$ cat config.mk
export PLATFORM = sky130hd
export DESIGN_NAME = run_ctrl_flat
export DESIGN_NICKNAME = d
export VERILOG_FILES = /design/src/rtl/run_ctrl_if.sv /design/src/rtl/run_ctrl.sv /design/src/flat_wrapper.sv
export SDC_FILE = /design/constraint.sdc
export NUM_CORES = 1
export LEC_CHECK = 0
export ABC_AREA = 1
export BUFFER_PORTS_ARGS = -buffer_cell sky130_fd_sc_hd__buf_2
export CAP_MARGIN = 20
export CORE_AREA = 2 2 49 51
export CTS_CLUSTER_SIZE = 8
export DETAILED_ROUTE_END_ITERATION = 8
export DIE_AREA = 0 0 51 53
export GPL_ROUTABILITY_DRIVEN = 0
export HOLD_SLACK_MARGIN = 0.1
export PLACE_DENSITY = 0.7
export SETUP_SLACK_MARGIN = 0.02
export SLEW_MARGIN = 20
export SYNTH_ARGS = -nofsm -noshare
export SYNTH_HDL_FRONTEND = slang
export SYNTH_SLANG_ARGS = --single-unit
$ cat constraint.sdc
create_clock -name clk -period 2.1 [get_ports clk]
set_clock_uncertainty 0.1 [all_clocks]
set_input_delay 0.42 -clock clk [delete_from_list [all_inputs] [get_ports clk]]
set_output_delay 0.42 -clock clk [all_outputs]
set_load 0.005 [all_outputs]
$ cat src/rtl/run_ctrl_if.sv
// Host/program-counter side of run_ctrl: start/halt inputs and run status outputs.
interface run_ctrl_if #(
    parameter int unsigned CNT_W = 16
);
    logic             req;
    logic             halt;
    logic             pcInit;
    logic             bgn;
    logic             ack;
    logic             timeout;
    logic [CNT_W-1:0] cycCnt;

    modport master (
        output req, halt,
        input  pcInit, bgn, ack, timeout, cycCnt
    );

    modport slave (
        input  req, halt,
        output pcInit, bgn, ack, timeout, cycCnt
    );
endinterface

$ cat src/rtl/run_ctrl.sv
// Program run controller: IDLE/LOAD/RUN/DONE sequencer with a per-run cycle
// counter and a forced timeout when the cycle limit is reached without halt.
module run_ctrl #(
    parameter int unsigned CNT_W   = 16,
    parameter int unsigned MAX_CYC = 32'hFFFF
) (
    input  logic       clk,
    input  logic       init,
    run_ctrl_if.slave  bus
);
    typedef enum logic [1:0] {
        IDLE = 2'd0,
        LOAD = 2'd1,
        RUN  = 2'd2,
        DONE = 2'd3
    } state_t;

    // Count value on the edge that must end the run if halt has not arrived.
    localparam logic [CNT_W-1:0] LAST = CNT_W'(MAX_CYC - 1);

    state_t           state;
    state_t           state_nxt;
    logic [CNT_W-1:0] cnt_q;
    logic             to_q;
    logic             at_limit;

    assign at_limit = (cnt_q == LAST);

    always_ff @(posedge clk or posedge init) begin
        if (init) begin
            state <= IDLE;
        end else begin
            state <= state_nxt;
        end
    end

    always_comb begin
        state_nxt = IDLE;
        case (state)
            IDLE:    state_nxt = bus.req ? LOAD : IDLE;
            LOAD:    state_nxt = RUN;
            RUN:     state_nxt = (bus.halt || at_limit) ? DONE : RUN;
            DONE:    state_nxt = bus.req ? DONE : IDLE;
            default: state_nxt = IDLE;
        endcase
    end

    always_comb begin
        bus.pcInit = 1'b1;
        bus.bgn    = 1'b1;
        bus.ack    = 1'b0;
        case (state)
            RUN: begin
                bus.pcInit = 1'b0;
                bus.bgn    = 1'b0;
            end
            DONE: begin
                bus.pcInit = 1'b0;
                bus.ack    = 1'b1;
            end
            default: ;
        endcase
    end

    // Halt takes priority over the limit: timeout only when halt is absent.
    always_ff @(posedge clk or posedge init) begin
        if (init) begin
            cnt_q <= '0;
            to_q  <= 1'b0;
        end else begin
            case (state)
                LOAD: begin
                    cnt_q <= '0;
                    to_q  <= 1'b0;
                end
                RUN: begin
                    cnt_q <= cnt_q + 1'b1;
                    if (!bus.halt && at_limit) begin
                        to_q <= 1'b1;
                    end
                end
                default: ;
            endcase
        end
    end

    assign bus.cycCnt  = cnt_q;
    assign bus.timeout = to_q;
endmodule

$ cat src/flat_wrapper.sv
// flat-port wrapper written by rule: the top's interface ports become plain ports
module run_ctrl_flat 
#(
    parameter int unsigned CNT_W   = 16,
    parameter int unsigned MAX_CYC = 32'hFFFF
)
  (clk, init, bus_req, bus_halt, bus_pcInit, bus_bgn, bus_ack, bus_timeout, bus_cycCnt);
  run_ctrl_if #(.CNT_W(CNT_W)) bus_i ();
  input  logic clk;
  input  logic init;
  input wire logic [$bits(bus_i.req)-1:0] bus_req;
  input wire logic [$bits(bus_i.halt)-1:0] bus_halt;
  output wire logic [$bits(bus_i.pcInit)-1:0] bus_pcInit;
  output wire logic [$bits(bus_i.bgn)-1:0] bus_bgn;
  output wire logic [$bits(bus_i.ack)-1:0] bus_ack;
  output wire logic [$bits(bus_i.timeout)-1:0] bus_timeout;
  output wire logic [$bits(bus_i.cycCnt)-1:0] bus_cycCnt;
  assign bus_i.req = bus_req;
  assign bus_i.halt = bus_halt;
  assign bus_pcInit = bus_i.pcInit;
  assign bus_bgn = bus_i.bgn;
  assign bus_ack = bus_i.ack;
  assign bus_timeout = bus_i.timeout;
  assign bus_cycCnt = bus_i.cycCnt;
  run_ctrl #(.CNT_W(CNT_W), .MAX_CYC(MAX_CYC)) u_core (.clk(clk), .init(init), .bus(bus_i));
endmodule
==> out/qor.csv, run 1 <==
stage,metric,value,unit
outcome,status,"finished, final reports clean",
final_layout,antenna cells,0,
sta,setup ws final,250,ps
drt,Via density,4.96,
sta,Final TNS setup,0,ps
die,Die ar.,0.00270,mm²
logic_synthesis,fraction of registers with async set/reset,100,%
sta,max-slew violations,0,
grt,GRT Overall Usage,19.4,%
place,dpl ws,330,ps
logic_synthesis,Synth area leaders,"dfrtp_1, nand2_1, ha_1",
logic_synthesis,"EDFF count, synth",0,
die,I/O Pins,24,
clock_network,Clock Pin Slew Worst Setup and Hold Paths,110,ps
clock_network,Root Driver,clkbuf_4,
final_layout,Final nets,174,
place,placed cell areas,0.00122,mm²
final_layout,# fillers,205,
critical_path,Crit path arrival time,1330,ps
logic_synthesis,synthesized cell area,0.00108,mm²
die,Die W,51,µm
power,P_leak,0.640,nW
clock_network,Worst-Skew Late Latency,300,ps
grt,antenna violations before repair,0,
place,hpwl dp,1670,µm
power,Cell Pwr Density,810,mW/mm²
drt,routed wire length,2190,µm
clock_network,CTS tree,done,
logic_synthesis,"count leader, synth",nand2_1,
die,row count,17,
logic_synthesis,register bit total from synthesis,19,
sta,Slew @ Worst Pin,736,ps
sta,max frequency,0.540,GHz
logic_synthesis,Unique masters post-synth,24,
clock_network,cells resized by post-CTS repair,0,
logic_synthesis,Ys Warns,0,
flow_run,Max-Cap Viols,0,
clock_network,CTS HTree Levels,1,
clock_network,post-CTS setup buffer count,0,
logic_synthesis,gate count after technology mapping,137,
grt,Overflow after GRT,0,
drt,Avg WL per Cell,11.5,µm
final_layout,post-route cell area,0.00125,mm²
final_layout,"Core Util, Final",58.2,%
final_layout,register area,475,µm²
logic_synthesis,top post-synthesis cells by count,"nand2_1, inv_1, dfrtp_1, nor2_1, o21ai_0",
final_layout,multi-input logic area,518,µm²
logic_synthesis,register area share after synthesis,44.1,%
drt,vias,948,
logic_synthesis,Syn Area/Cell,7.86,µm²
final_layout,"Area growth, synth to finish",16.0,%
worst_hold_path,Worst Hold Class,primary input to asynchronous set/reset pin,
clock_network,TritonCTS Sinks,19,
sta,Slew Limit Headroom,50.9,%
logic_synthesis,share of the synthesized area in the top cell type,44.1,%
grt,largest net degree at the start of global routing,20,
grt,first-pass GRT wire length,3920,µm
sta,RSZ-0062 raised after global routing,false,
logic_synthesis,Yosys top cell by area,dfrtp_1,
critical_path,crit path max fanout,5,
sta,count of final setup violators,0,
clock_network,deepest clock path buffer count,2,
final_layout,layout cells sized above 1,23.3,%
sta,Tmin final,1850,ps
place,Port Buffers,23,
critical_path,CP Capture Type,output pin,
critical_path,type of origin of the critical path,flop,
sta,Tcrit/Tclk final,88.1,%
power,Peak VDD IR,0.000609,V
die,Core Region,0.00215,mm²
grt,vias in the first global route,884,
drt,"antenna viol nets, final",0,
drt,1st-iter DRT viols,23,
logic_synthesis,Syn Nets,147,
logic_synthesis,Synth Flop Type,dfrtp_1,
drt,DRC,0,
critical_path,CP Class,flop to output pin,
sta,endpoints failing hold,0,
clock_network,number of buffers inserted by hold repair at cts,0,
drt,drt first pass iters,4,
die,starting density of the core,50.1,%
critical_path,"Data required, critical path",1580,ps
die,Die Y,53,µm
clock_network,CTS Buf Count,3,
-- report_power, final --
group | internal, mW | switching, mW | total (mW)
Combinational | 0.133 | 0.246 | 0.379
Sequential | 0.402 | 0.0402 | 0.442
Clock | 0.0710 | 0.121 | 0.192
-- final cells by class --
cell class                      instances  share of cell area (%)
Tap cell                               28                    2.80
Timing Repair Buffer                   23                    9.21
Clock buffer                            3                    1.80
Sequential cell                        19                    38.0
Clock inverter                          1                   0.400
Multi-Input combinational cell         96                    41.4
Inverter                               21                    6.31
-- cell usage in the layout (no fill, tap or decap), drive strengths merged --
cell | synthesis | routed
o22ai | 2 | 2
nand4 | 3 | 3
and3 | 1 | 1
a21oi | 6 | 6
a31oi | 1 | 1
o21a | 2 | 2
dfrtp | 19 | 19
a21boi | 1 | 1
clkbuf | 0 | 3
nor3 | 3 | 3
nor3b | 1 | 1
nand2 | 32 | 32
nand3 | 3 | 3
nor2 | 22 | 22
inv | 21 | 21
clkinv | 0 | 1
ha | 6 | 6
o21ai | 11 | 11
o31ai | 1 | 1
buf | 1 | 23
o21bai | 1 | 1
-- path summary, 6_finish.rpt --
kind / endpoint / cells after the start / slack [ps] / from
max in group asynchronous: u_core.bus.cycCnt[3]$_DFFE_PP0P_ / 2 / 1320 / init
min in group clk: u_core.state[0]$_DFF_PP0_ / 3 / 250 / bus_req
min reg2reg: u_core.bus.timeout$_DFFE_PP0P_ / 2 / 390 / u_core.bus.timeout$_DFFE_PP0P_
min: u_core.bus.cycCnt[1]$_DFFE_PP0P_ / 2 / 120 / init
max: bus_pcInit / 4 / 250 / u_core.state[0]$_DFF_PP0_
max reg2reg: u_core.bus.cycCnt[8]$_DFFE_PP0P_ / 10 / 300 / u_core.state[0]$_DFF_PP0_
-- critical path, cell delays in order (launching register included) --
cell     delay, ps
dfrtp_1        410
inv_1           90
ha_1           250
nor2_1         150
buf_2          130
-- state kept, by name, indices dropped and copies added, names as in the netlist --
name	count
u_core.bus.cycCnt	16
u_core.state	2
u_core.bus.timeout	1
-- routing by layer --
metal / global-route usage, % / vias to the layer above / part of all wire (%)
met1: 26.6 / 436 / 50
li1: - / 490 / -
met3: 3.39 / 2 / 3.4
met2: 29.9 / 20 / 45
met5: 0 / - / 0
met4: 8.56 / 0 / 0.77
-- logic make-up (layout without fill, tap and decap cells) --
group	Yosys count	count (layout)	synth area share (%)
buf+inv	22	48	7.78
simple gates	65	65	27.6
compound gates	25	25	13.5
flops	19	19	44.1
fa+ha+maj	6	6	6.97
-- through the flow --
stage,instances,total power [mW],hold WS (ps)
after CTS,191,1.02,138
after global placement,187,0.824,369
final,191,1.01,118
after floorplan,137,0.728,271
after detailed placement,187,0.830,377
after global routing,191,1.10,181
Power figures use the tool's default switching activity.
==> run 2: changes to the inputs <==
- CORE_AREA: 2 2 49 51 -> 2 2 50 52
- DIE_AREA: 0 0 51 53 -> 0 0 52 54
- PLACE_DENSITY: 0.7 -> 0.68
==> out/qor.csv, run 2 (synthesized netlist as in run 1, its figures left out) <==
stage,metric,value,unit,change
final_layout,"commonest non-fill, non-tap cells in the layout","nand2_1, buf_2, inv_1",,
power,NetSw,0.398,mW,-2.0%
clock_network,CTS tree,done,,
outcome,status,"finished, final reports clean",,
clock_network,Worst-Skew Late Latency,290,ps,about the same
sta,Slew @ Worst Pin,758,ps,+22.3 ps
power,Clk pwr share,18.3,%,-0.6 points
sta,hold_ws,141,ps,+23.0 ps
clock_network,CTS HTree Levels,1,,unchanged
clock_network,Root Driver,clkbuf_4,,
place,hpwl dp,1710,µm,+2.5%
critical_path,"Data required, critical path",1580,ps,about the same
sta,Tmin final,1860,ps,+13.3 ps
clock_network,deepest clock path buffer count,2,,unchanged
grt,vias in the first global route,894,,+1.1%
final_layout,layout cells sized above 1,22.7,%,-0.61 points
final_layout,antenna cells,0,,unchanged
critical_path,Reg2Reg Launch Point,u_core.state[1]$_DFF_PP0_,,
power,total power,1.01,mW,-0.48%
critical_path,crit path launch,u_core.state[0]$_DFF_PP0_,,
drt,1st-iter DRT viols,15,,-35%
critical_path,CP endpoint,bus_pcInit,,
sta,Slew Limit Headroom,49.4,%,-1.5 points
sta,count of final setup violators,0,,unchanged
clock_network,CTS Buf Count,3,,unchanged
critical_path,CP Capture Type,output pin,,
sta,Final TNS setup,0,ps,unchanged
critical_path,CP Class,flop to output pin,,
critical_path,crit path max fanout,5,,unchanged
die,Die ar.,0.00281,mm²,+3.9%
drt,vias,961,,+1.4%
sta,endpoints failing hold,0,,unchanged
die,starting density of the core,46.4,%,-3.7 points
final_layout,"Core Util, Final",53.9,%,-4.2 points
flow_run,Max-Cap Viols,0,,unchanged
drt,"antenna viol nets, final",0,,unchanged
die,I/O Pins,24,,unchanged
final_layout,Final nets,174,,unchanged
critical_path,Crit path arrival time,1340,ps,about the same
final_layout,"commonest non-fill, non-tap cell in the layout",nand2_1,,
power,P_leak,0.637,nW,-0.43%
power,Logic pwr share,37.5,%,about the same
grt,Overflow after GRT,0,,unchanged
worst_hold_path,Worst Hold Class,primary input to asynchronous set/reset pin,,
final_layout,Largest register FFs,16,,unchanged
clock_network,TritonCTS Sinks,19,,unchanged
power,internal power,0.609,mW,+0.54%
grt,antenna violations before repair,0,,unchanged
drt,DRC,0,,unchanged
drt,drt first pass iters,4,,unchanged
drt,Avg WL per Cell,11.7,µm,+1.4%
grt,first-pass GRT wire length,3750,µm,-4.4%
drt,routed wire length,2250,µm,+2.5%
critical_path,Reg2Reg Capture Point,u_core.bus.cycCnt[15]$_DFFE_PP0P_,,
die,Die W,52,µm,+2.0%
clock_network,post-CTS setup buffer count,0,,unchanged
critical_path,reg2reg setup slack,310,ps,about the same
drt,Via density,4.98,,+0.32%
sta,Tcrit/Tclk final,88.7,%,+0.63 points
place,Port Buffers,23,,unchanged
clock_network,cells resized by post-CTS repair,0,,unchanged
power,Peak VDD IR,0.000498,V,-18%
die,Die Y,54,µm,+1.9%
clock_network,Clock Pin Slew Worst Setup and Hold Paths,110,ps,about the same
grt,largest net degree at the start of global routing,20,,unchanged
sta,RSZ-0062 raised after global routing,false,,
final_layout,"Area growth, synth to finish",16.1,%,
clock_network,number of buffers inserted by hold repair at cts,0,,unchanged
sta,max-slew violations,0,,unchanged
grt,GRT Overall Usage,17.8,%,-1.6 points
power,Cell Pwr Density,805,mW/mm²,-0.58%
die,row count,18,,+1
power,Reg power frac,44.2,%,+0.6 points
die,Core Region,0.00232,mm²,+8.0%
power,sw frac,39.5,%,-0.61 points
critical_path,type of origin of the critical path,flop,,
critical_path,reg2reg path depth,9,,-1
sta,max frequency,0.537,GHz,-0.71%
[run 2: cell count changes in the layout (fill, tap and decap cells not counted)]
cell	change
clkbuf_1	+1
clkinv_2	-1
[run 2: cell type report]
| type | instances | area, µm² |
|---|---|---|
| multi-input combinational | 96 | 518 |
| sequential | 19 | 475 |
| tap | 30 | 37.5 |
| inverter | 21 | 78.8 |
| timing repair buffer | 23 | 115 |
| clock buffer | 4 | 26.3 |
| fill | 232 | 1070 |
[run 2: worst min-delay path by stage]
stage | cells after the start | to | startpoint | slack, ps
floorplan | 1 | u_core.bus.cycCnt[0]$_DFFE_PP0P_ | init | 270
global placement | 2 | u_core.bus.timeout$_DFFE_PP0P_ | u_core.bus.timeout$_DFFE_PP0P_ | 370
detailed placement | 2 | u_core.bus.timeout$_DFFE_PP0P_ | u_core.bus.timeout$_DFFE_PP0P_ | 370
CTS | 2 | u_core.state[1]$_DFF_PP0_ | init | 160
global route | 2 | u_core.bus.timeout$_DFFE_PP0P_ | init | 210
finish | 2 | u_core.bus.timeout$_DFFE_PP0P_ | init | 140
[run 2: critical path, stage by stage, from the launching register on]
cell and delay (ps):
dfrtp_1 400, inv_1 90, ha_1 260, nor2_1 170
buf_2 140
[run 2: per-stage QoR]
stage | setup slack [ps] | instances | area [µm²]
after CTS | 243 | 193 | 1250
final | 236 | 193 | 1250
after floorplan | 508 | 137 | 1080
after detailed placement | 317 | 189 | 1220
after global placement | 342 | 189 | 1220
after global routing | 54.4 | 193 | 1250
[run 2: per-layer routing]
metal  vias to the layer above  global-route usage (%)  share of wire [%]
met5                         -                       0                  0
met4                         0                    6.58               0.67
met3                         2                    2.78                3.5
met2                        16                    31.9                 50
met1                       452                    21.6                 46
li1                        491                       -                  -
[run 2: power groups by stage]
stage	clock (mW)	combinational, mW	sequential (mW)
after CTS	0.189	0.379	0.444
after floorplan	0	0.284	0.444
after detailed placement	0	0.380	0.451
after global routing	0.204	0.430	0.451
after global placement	0	0.368	0.446
final	0.185	0.378	0.445
==> run 3: changes to the inputs <==
- ABC_AREA: 1 -> unset
- CORE_AREA: 2 2 50 52 -> 2 2 67 43
- DIE_AREA: 0 0 52 54 -> 0 0 69 45
- PLACE_DENSITY: 0.68 -> 0.63
==> out/qor.csv, run 3 <==
stage,metric,value,unit,change
clock_network,CTS HTree Levels,1,,unchanged
power,Peak VDD IR,0.000472,V,-5.3%
die,Die W,69,µm,+33%
logic_synthesis,"EDFF count, synth",0,,unchanged
critical_path,"Data required, critical path",1580,ps,about the same
die,Die ar.,0.00311,mm²,+11%
clock_network,CTS Buf Count,3,,unchanged
sta,Tcrit/Tclk final,89.4,%,+0.60 points
die,row count,14,,-4
final_layout,"Core Util, Final",52.6,%,-1.4 points
critical_path,CP max stage cell,dfrtp_1,,
clock_network,Worst-Skew Late Latency,260,ps,-30 ps
clock_network,number of buffers inserted by hold repair at cts,0,,unchanged
clock_network,TritonCTS Sinks,19,,unchanged
critical_path,crit path max fanout,8,,+3
clock_network,post-CTS setup buffer count,0,,unchanged
logic_synthesis,gate count after technology mapping,112,,-18%
final_layout,register area,475,µm²,unchanged
logic_synthesis,Yosys top cell by area,dfrtp_1,,
outcome,status,"finished, final reports clean",,
critical_path,reg2reg path depth,6,,-3
logic_synthesis,top post-synthesis cells by count,"dfrtp_1, nor2_1, inv_1",,
final_layout,multi-input logic area,553,µm²,+6.8%
critical_path,CP Capture Type,output pin,,
critical_path,CP peak stage delay,410,ps,about the same
place,hpwl dp,1740,µm,+1.4%
drt,"antenna viol nets, final",0,,unchanged
clock_network,Root Driver,clkbuf_8,,
critical_path,Reg2Reg Launch Point,u_core.state[1]$_DFF_PP0_,,
critical_path,most frequent CP cell,inv_1,,
logic_synthesis,Unique masters post-synth,30,,+25%
final_layout,layout cells sized above 1,25.2,%,+2.5 points
sta,Final TNS setup,0,ps,unchanged
final_layout,Largest register FFs,16,,unchanged
grt,Overflow after GRT,0,,unchanged
logic_synthesis,Synth Flop Type,dfrtp_1,,
die,Core Region,0.00245,mm²,+5.7%
logic_synthesis,Ys Warns,0,,unchanged
final_layout,"Area growth, synth to finish",19.1,%,
logic_synthesis,share of the synthesized area in the top cell type,43.9,%,-0.20 points
sta,max frequency,0.533,GHz,-0.68%
critical_path,type of origin of the critical path,flop,,
flow_run,Max-Cap Viols,0,,unchanged
clock_network,CTS tree,done,,
logic_synthesis,Syn Area/Cell,9.66,µm²,+23%
drt,drt first pass iters,4,,unchanged
logic_synthesis,"count leader, synth",dfrtp_1,,
drt,DRC,0,,unchanged
critical_path,reg2reg setup slack,280,ps,-30 ps
final_layout,antenna cells,0,,unchanged
power,Cell Pwr Density,943,mW/mm²,+17%
logic_synthesis,synthesized cell area,0.00108,mm²,+0.46%
logic_synthesis,register bit total from synthesis,19,,unchanged
final_layout,"commonest non-fill, non-tap cells in the layout","buf_2, dfrtp_1, nor2_1",,
critical_path,Reg2Reg Capture Point,u_core.bus.cycCnt[14]$_DFFE_PP0P_,,
logic_synthesis,register area share after synthesis,43.9,%,-0.20 points
die,starting density of the core,44.1,%,-2.3 points
final_layout,"commonest non-fill, non-tap cell in the layout",buf_2,,
sta,endpoints failing hold,0,,unchanged
final_layout,Final nets,150,,-14%
die,I/O Pins,24,,unchanged
sta,Slew Limit Headroom,52.0,%,+2.6 points
sta,RSZ-0062 raised after global routing,false,,
final_layout,post-route cell area,0.00129,mm²,+3.0%
drt,routed wire length,2220,µm,-1.2%
logic_synthesis,Synth area leaders,"dfrtp_1, xnor2_1, ha_1",,
worst_hold_path,Worst Hold Class,primary input to asynchronous set/reset pin,,
grt,vias in the first global route,833,,-6.8%
die,Die Y,45,µm,-17%
sta,Tmin final,1880,ps,+12.7 ps
place,placed cell areas,0.00124,mm²,+1.5%
grt,GRT Overall Usage,16.5,%,-1.3 points
drt,Avg WL per Cell,13.0,µm,+11%
final_layout,# fillers,231,,-0.43%
critical_path,CP Class,flop to output pin,,
sta,max-slew violations,0,,unchanged
critical_path,Crit path arrival time,1360,ps,+20 ps
clock_network,Clock Pin Slew Worst Setup and Hold Paths,70,ps,-40 ps
grt,largest net degree at the start of global routing,20,,unchanged
drt,vias,865,,-10%
grt,antenna violations before repair,0,,unchanged
clock_network,cells resized by post-CTS repair,0,,unchanged
grt,first-pass GRT wire length,3980,µm,+6.3%
drt,1st-iter DRT viols,45,,+30
critical_path,crit path launch,u_core.state[0]$_DFF_PP0_,,
clock_network,deepest clock path buffer count,2,,unchanged
logic_synthesis,Syn Nets,122,,-17%
drt,Via density,5.06,,+1.6%
logic_synthesis,fraction of registers with async set/reset,100,%,unchanged
power,P_leak,0.636,nW,-0.13%
sta,Slew @ Worst Pin,719,ps,-38.9 ps
power,total power,1.21,mW,+21%
place,Port Buffers,23,,unchanged
critical_path,CP cell instances,inv_1 > ha_1 > inv_1 > buf_2,,
sta,count of final setup violators,0,,unchanged
run 3: cell count changes after synthesis, sizes merged, moves of 3 or more:
cell / delta
inv: -9
nand4: +3
nor2: -7
nor4: +4
o21ai: -6
xnor2: +9
nand2: -23
run 3: power breakdown:
part / leakage, nW / total (mW) / switching [mW] / internal, mW
Clock: 0.0228 / 0.258 / 0.123 / 0.135
Sequential: 0.261 / 0.466 / 0.0582 / 0.408
Combinational: 0.353 / 0.491 / 0.299 / 0.191
Total: 0.636 / 1.21 / 0.481 / 0.734
run 3: cells by family (layout without fill, tap and decap cells):
logic type	Yosys count	count (layout)	share of synthesized area (%)
buffers and inverters	14	41	4.97
flip-flops	19	19	43.9
XOR/XNOR	10	10	8.09
adder cells (fa/ha/maj)	6	6	6.94
AO/OA/AOI/OAI	15	15	8.44
multiplexers	1	1	0.925
AND/OR/NAND/NOR	47	47	26.7
run 3: routing by layer:
metal  vias up  routed length, µm  track usage [%]  share of wire, %
met5         -                  0                0                 0
met4         0                  0             2.75                 0
met3         0                105             5.13               4.7
met2        15                928             25.0                42
met1       414               1190             24.0                53
li1        436                  -                -                 -
run 3: final cells by class:
| cell class | instances | share of cell area (%) |
|---|---|---|
| Multi-Input combinational cell | 79 | 42.9 |
| Inverter | 12 | 3.50 |
| Clock buffer | 4 | 3.50 |
| Timing Repair Buffer | 25 | 10.1 |
| Sequential cell | 19 | 36.9 |
| Tap cell | 32 | 3.11 |
run 3: worst max path at each step:
stage	to	slack (ps)	cells after the start
after global placement	u_core.bus.cycCnt[14]$_DFFE_PP0P_	340	6
after global routing	bus_bgn	100	4
after floorplan	u_core.bus.cycCnt[14]$_DFFE_PP0P_	310	7
after CTS	bus_bgn	220	4
after detailed placement	u_core.bus.cycCnt[14]$_DFFE_PP0P_	270	6
final	bus_bgn	220	4
run 3: stage by stage:
step                      hold slack (ps)  cells  worst slack, ps
final                                 167    171              224
after global routing                  260    171              101
after CTS                             206    171              220
after detailed placement              400    167              267
after global placement                399    167              342
after floorplan                       271    112              315
run 3: critical path: cells and delay by family (launching register included):
kind / cells / cell delay [ps]
adder cells (fa/ha/maj): 1 / 330
flip-flops: 1 / 410
buffers and inverters: 3 / 370
